===== config.mk =====
export PLATFORM = sky130hd
export DESIGN_NAME = seg7_write_arbiter
export DESIGN_NICKNAME = d
export VERILOG_FILES = /design/src/rtl/seg7_write_arbiter.sv
export SDC_FILE = /design/constraint.sdc
export NUM_CORES = 1
export LEC_CHECK = 0
export CAP_MARGIN = 20
export CORE_MARGIN = 5
export CORE_UTILIZATION = 48
export CTS_CLUSTER_DIAMETER = 150
export DETAILED_ROUTE_END_ITERATION = 10
export GPL_ROUTABILITY_DRIVEN = 0
export PLACE_DENSITY = 0.81
export SLEW_MARGIN = 25
export SYNTH_ARGS = -nofsm -noshare
export SYNTH_HDL_FRONTEND = slang
export SYNTH_SLANG_ARGS = --single-unit

===== constraint.sdc =====
create_clock -name clk -period 2.98 [get_ports clk]
set_input_delay 0.298 -clock clk [delete_from_list [all_inputs] [get_ports clk]]
set_output_delay 0.298 -clock clk [all_outputs]
set_load 0.05 [all_outputs]

===== src/rtl/seg7_write_arbiter.sv =====
// seg7_write_arbiter: round-robin arbiter that encodes a requester's hex value and writes it as a 4-digit burst
module seg7_write_arbiter #(
  parameter bit LZ_BLANK = 1'b1,
  parameter bit ACTIVE_LOW = 1'b1
) (
  input  logic        clk,
  input  logic        rst,
  input  logic        req_a,
  input  logic [15:0] val_a,
  input  logic [3:0]  dots_a,
  output logic        gnt_a,
  input  logic        req_b,
  input  logic [15:0] val_b,
  input  logic [3:0]  dots_b,
  output logic        gnt_b,
  output logic        busy,
  output logic        en_w,
  output logic [1:0]  waddr,
  output logic [7:0]  data,
  output logic        last_src
);
  localparam logic [7:0] OFF = ACTIVE_LOW ? 8'hFF : 8'h00;
  localparam logic [6:0] SEG [16] = '{7'h3F, 7'h06, 7'h5B, 7'h4F, 7'h66, 7'h6D, 7'h7D, 7'h07,
                                      7'h7F, 7'h6F, 7'h77, 7'h7C, 7'h39, 7'h5E, 7'h79, 7'h71};
  typedef enum logic {IDLE, WRITE} state_t;
  state_t st, st_n;
  logic ra_q, rb_q, pick_b, start;
  logic [15:0] v, v_n;
  logic [3:0] d, d_n;
  logic ls_n, ga_n, gb_n, busy_n, en_n;
  logic [1:0] wa_n;
  logic [7:0] dat_n;
  // a digit is blank when it and every more significant nibble are zero
  function automatic logic [7:0] enc(input logic [15:0] x, input logic [3:0] m, input logic [1:0] i);
    logic blank;
    logic [7:0] raw;
    blank = LZ_BLANK && i != 2'd0 && (x >> {i, 2'b00}) == 16'h0;
    raw = {m[i], blank ? 7'h00 : SEG[x[{i, 2'b00} +: 4]]};
    return ACTIVE_LOW ? ~raw : raw;
  endfunction
  // a request must be seen on two consecutive edges, so one that drops early never wins
  assign pick_b = req_b && rb_q && !(req_a && ra_q && last_src);
  assign start = st == IDLE && ((req_a && ra_q) || (req_b && rb_q));
  always_comb begin
    st_n = st;
    v_n = v;
    d_n = d;
    ls_n = last_src;
    ga_n = 1'b0;
    gb_n = 1'b0;
    busy_n = 1'b0;
    en_n = 1'b0;
    wa_n = 2'd0;
    dat_n = OFF;
    if (start) begin
      st_n = WRITE;
      v_n = pick_b ? val_b : val_a;
      d_n = pick_b ? dots_b : dots_a;
      ga_n = !pick_b;
      gb_n = pick_b;
      ls_n = pick_b;
      busy_n = 1'b1;
      en_n = 1'b1;
      dat_n = enc(v_n, d_n, 2'd0);
    end else if (st == WRITE) begin
      st_n = waddr == 2'd3 ? IDLE : WRITE;
      busy_n = waddr != 2'd3;
      en_n = busy_n;
      wa_n = busy_n ? waddr + 2'd1 : 2'd0;
      dat_n = busy_n ? enc(v, d, wa_n) : OFF;
    end
  end
  always_ff @(posedge clk or negedge rst) begin
    if (!rst) begin
      st <= IDLE;
      ra_q <= 1'b0;
      rb_q <= 1'b0;
      v <= 16'h0;
      d <= 4'h0;
      last_src <= 1'b1;
      gnt_a <= 1'b0;
      gnt_b <= 1'b0;
      busy <= 1'b0;
      en_w <= 1'b0;
      waddr <= 2'd0;
      data <= OFF;
    end else begin
      st <= st_n;
      ra_q <= req_a;
      rb_q <= req_b;
      v <= v_n;
      d <= d_n;
      last_src <= ls_n;
      gnt_a <= ga_n;
      gnt_b <= gb_n;
      busy <= busy_n;
      en_w <= en_n;
      waddr <= wa_n;
      data <= dat_n;
    end
  end
endmodule

Word level (Yosys, flattened, before mapping) --
Memory sizes are Yosys's and may differ from the RTL's. Index checks and enable logic that the tools add are counted.
Operators by class: reductions and logical operators 11, shift operators 2, add/subtract/negate cells 1, bitwise operators 5, equality and inequality tests 2, multiplexer cells 22, $lt $le $gt $ge 3
Operators with widths (count):
- $mux W7 | 5
- $mux W8 | 3
- $logic_not A16 Y1 | 1
- $mux W16 | 1
- $not A8 Y8 | 2
- $shiftx A16 B5 Y4 | 1
- $shr A16 B4 Y16 | 1
- $ge A5 B5 Y1 const B | 2
- $not A4 Y5 | 2
- $mux W1 | 8
- $logic_and A1 B1 Y1 | 6
- $mux W2 | 3
- $mux W4 | 1
- $lt A2 B3 Y1 const B | 1
- $add A2 B1 Y2 const B | 1
- $bmux W1 S2 | 1
- $eq A2 B2 Y1 const B | 1
- $logic_not A1 Y1 | 2
- $ne A2 B2 Y1 const B | 1
- $reduce_bool A2 Y1 | 1
- $logic_or A1 B1 Y1 | 1
- $not A1 Y1 | 1
Word-level totals: memories kept 2, ROM bits 224, output and inout bits 15, input bits 44, flip-flop bits (word level) 37, word-level logic and storage cells 59
Memories:
- (name not given) | words 16, width 7, read ports 1, clocked after Yosys merged registers in 0, write ports 0, RTL line 38 | raw = {m[i], blank ? 7'h00 : SEG[x[{i, 2'b00} +: 4]]};
- (name not given) | words 16, width 7, read ports 1, clocked after Yosys merged registers in 0, write ports 0, RTL line 38

Logic depth before layout (Yosys ltp) --
depth in word-level cells 12, mapped depth 9, gate-level depth less buffers 8

Least setup slack after synthesis --
OpenSTA, ideal clock, no wires.
kind register -> register, start register waddr[0], end register data[3], setup slack 0.258 ns, data arrival time 2.639 ns, data required time 2.897 ns, stages on the path, launching flop included 8, cell sequence dfrtp_1 -> ha_1 -> buf_2 -> mux4_2 -> ha_1 -> and2_1 -> o21a_1 -> o32a_1
Between the ends: longest elaborated chain between the ends 12, elaborated cells between the ends (all ways) 17, classes of those cells add/sub: 1; eq/ne: 1; shift: 2; mux: 7; bitwise: 2; reduce/logical: 3; memory: 1
Ends and longest elaborated chain:
- start, declared | RTL line 18 | output logic [1:0] waddr,
- start signal, assigned | RTL line 98 | waddr <= wa_n;
- $add A2 B1 Y2 or $ne A2 B2 Y1 (tied branches) | RTL line 69, 67
- $mux W2 | RTL line 69 | wa_n = busy_n ? waddr + 2'd1 : 2'd0;
- $shiftx A16 B5 Y4 | RTL line 38
- $not A4 Y5 (implied by the code) | RTL line 38
- $mem_v2 Z16 W7
- $mux W7 (implied by the code) (2 in series) | RTL line 38
- $mux W7 | RTL line 38
- $not A8 Y8 | RTL line 39 | return ACTIVE_LOW ? ~raw : raw;
- $mux W8 * | RTL line 70 | dat_n = busy_n ? enc(v, d, wa_n) : OFF;
- $mux W8 * | RTL line 65 | end else if (st == WRITE) begin
- $mux W8 * | RTL line 55 | if (start) begin
- via dat_n[3] | RTL line 32 | logic [7:0] dat_n;
- end signal, assigned | RTL line 99 | data <= dat_n;
- end, declared | RTL line 19 | output logic [7:0] data,
Mark *: on every way through the listed nets, which the timed path passes. The rest lies on a longest branch. The select of a mux whose other input is x is not followed. A chain may end at the register's enable or synchronous reset.

Worst setup path in the final report --
Same ends and word-level chain as after synthesis.

==> flow_summary.yaml <==
route:
  drt_iter0_markers: 241
  finalWirelength_mm: 5.35
  wl_per_cell_microns: 16.6
  first_pass_iters: 6
  ant_nets: 0
  drcViolationCount: 0
  viasPerCell: 6.03
  vias: 1947
worst_setup_path:
  cp_common_cell: "ha_1"
  reg2reg_depth: 6
  cp-end-kind: "flop"
  arrival_ns: 2.90
  r2r-end: "data[3]"
  r2r-start: "waddr[0]"
  crit_chain: "ha_1 -> mux4_2 -> ha_1 -> and2_1 -> o21a_1 -> o32a_1"
  critPathBufInv: 0
  crit_family: "adder cells"
  worstSetupStartpointType: "flop"
  required_ns: 3.21
  critPathMaxStageDelay_ns: 0.68
  crit_path_max_fanout: 11
  crit_type: "reg2reg"
  r2r_slack_ns: 0.31
  crit_slowest_cell: "mux4_2"
global_routing:
  antenna_found_initial: 0
  first_global_vias: 1884
  track_usage_pct: 18.4
  grt_pass1_wl_mm: 8.96
  grt-ovfl-total: 0
  grt_max_degree: 37
cells_and_area:
  drive_gt1_share_pct: 11.8
  syn_to_final_growth_pct: 34.4
  num_antenna_cells: 0
  fin_area_sq_um: 2920
  fin_util_pct: 67.0
  nets: 325
cts:
  clkTransAtPathRegs_ns: 0.08
  cts_hold_buf: 0
  cts_inserted_buffers: 5
  clock_path_buffers: 2
  ctsHtreeMaxLevel: 2
  clk-insertion-delay-late_ns: 0.30
  clock-sinks: 36
  cts_root_buf: "clkbuf_8"
  cts_tree: "done"
  ctsResizeCount: 0
  post-cts-setup-buffers: 0
synth:
  syn_area_sq_um: 2170
  ys_ff_latch: 36
  synth.top_cells.by_area: "dfrtp_1, dfstp_2, a222oi_1"
  synth_fa_ha_area_share_pct: 6.35
  ys_warn_count: 0
  syn-mean-instance-area_sq_um: 10.2
  synth_nets: 267
  yosysMostFrequentCell: "dfrtp_1"
  yosys.area.top_type: "dfrtp_1"
  synth_top_area_share_pct: 31.2
  syn_inst: 212
  muxShareOfSynthArea_pct: 6.17
  synth_commonest_cells: "dfrtp_1, inv_1, a222oi_1"
  synthFlopType: "dfrtp_1"
  synth_cell_type_count: 53
  synth-xor-area-share_pct: 0
  synth-compound-area-share_pct: 25.7
  synth-simple-area-share_pct: 13.3
  synthArstFlopShare_pct: 100
  synth_top_family_by_area: "compound AO/OA/AOI/OAI gates"
  ys_seq_area_share_pct: 42.1
  synth_edf_count: 0
outcome:
  status: "completed"
floorplanning:
  core_sq_um: 4350
  ios: 59
  die_h_microns: 77.2
  die-area_sq_um: 5960
  die_x_microns: 77.2
  initial_utilization_pct: 49.8
  placementRows: 24
timing:
  hold_viol: 0
  setup_violations: 0
  worst_pin_slew_ns: 0.711
  rsz0062_at_grt: "false"
  max-slew-margin-rel_pct: 52.5
  tns_ns: 0
  min_period_ns: 2.67
  skew_ns: 0.00528
  finalCritPeriodShare_pct: 89.4
  slew_violations: 0
  clock.fmax_ghz: 0.375
job:
  maxCapViolations: 0
hold_path:
  hp-class: "in2async"
place:
  io_buffers: 58
  dpl.hpwl_mm: 4.05
  dpl_cell_area_sq_um: 2800
power_and_ir_drop:
  peakVddDrop_v: 0.000780
  p_per_area_nw_per_um2: 1180
  p_leak_uw: 0.00127
==> cells by family (layout without fill, tap and decap cells) <==
kind of cell	count (synthesis)	in the layout
compound gates	71	71
fa+ha+maj	11	11
buf+inv	35	94
flops	36	36
mux	7	7
simple gates	52	52
==> worst register-to-register path, stage by stage, from the launching register on <==
cell and delay, ns:
dfrtp_1 0.46, ha_1 0.52, mux4_2 0.69, ha_1 0.26, and2_1 0.15, o21a_1 0.18
o32a_1 0.34
==> state kept, by name (all words and copies together), names as in the netlist, 2 cells and up <==
| signal | count |
|---|---|
| waddr | 2 |
| d | 4 |
| v | 16 |
| data | 8 |
==> cells in the final DEF, fill, tap and decap left out, types with 2 or more instances in the layout <==
cell type / count
a21oi_1: 4
a32oi_1: 4
o311ai_0: 2
nand3_1: 3
a222oi_1: 16
ha_1: 11
a21boi_0: 3
clkdlybuf4s50_1: 58
and2_1: 5
a211o_1: 2
nor3_1: 2
a22oi_1: 2
nor3b_1: 2
nand2b_1: 2
a31oi_1: 2
clkbuf_8: 5
nand2_1: 12
nor4_1: 3
nor2b_1: 3
nor2_2: 2
nor2_1: 6
buf_4: 4
or2_0: 2
a21o_1: 4
inv_1: 24
dfrtp_1: 27
dfstp_2: 9
o21ai_0: 13
mux4_2: 5
and3_1: 5
a211oi_1: 4
==> where the power goes <==
group	leakage [uW]	internal [uW]	switching [uW]	total, uW
clock network	0.0000541	247	185	432
logic	0.000795	885	1180	2070
registers	0.000425	767	170	938
==> layout make-up <==
class	instances	area, sq um
sequential	36	912
clock inverter	3	42.5
tap	52	65.1
fill	351	1440
inverter	24	90.1
timing repair buffer	62	611
clock buffer	5	68.8
multi-input combinational	141	1130
==> stage by stage <==
step                worst slack, ns  cells  power [uW]  hold slack (ns)
global placement              0.324    315        2960            0.482
floorplan                     0.258    212        2470          0.00241
detailed placement            0.213    315        3000            0.490
CTS                           0.321    323        3450            0.433
finish                        0.315    323        3440            0.419
global route                  0.203    323        3700            0.457
==> metal layers <==
layer	vias up	global-route usage (%)	wire length [microns]
met5	-	0	0
met4	0	5.67	69
met3	6	5.15	402
met2	83	29.7	2660
met1	935	23.8	2220
li1	923	-	-
==> worst max-delay path by stage <==
stage | startpoint | end | cells after the start
2_1_floorplan | waddr[0] | data[3] | 7
3_3_place_gp | req_a | data[3] | 8
3_5_place_dp | req_a | data[3] | 8
4_1_cts | waddr[0] | data[3] | 6
5_1_grt | waddr[0] | data[3] | 6
6_report | waddr[0] | data[3] | 6
(Power assumes the default switching activity.)
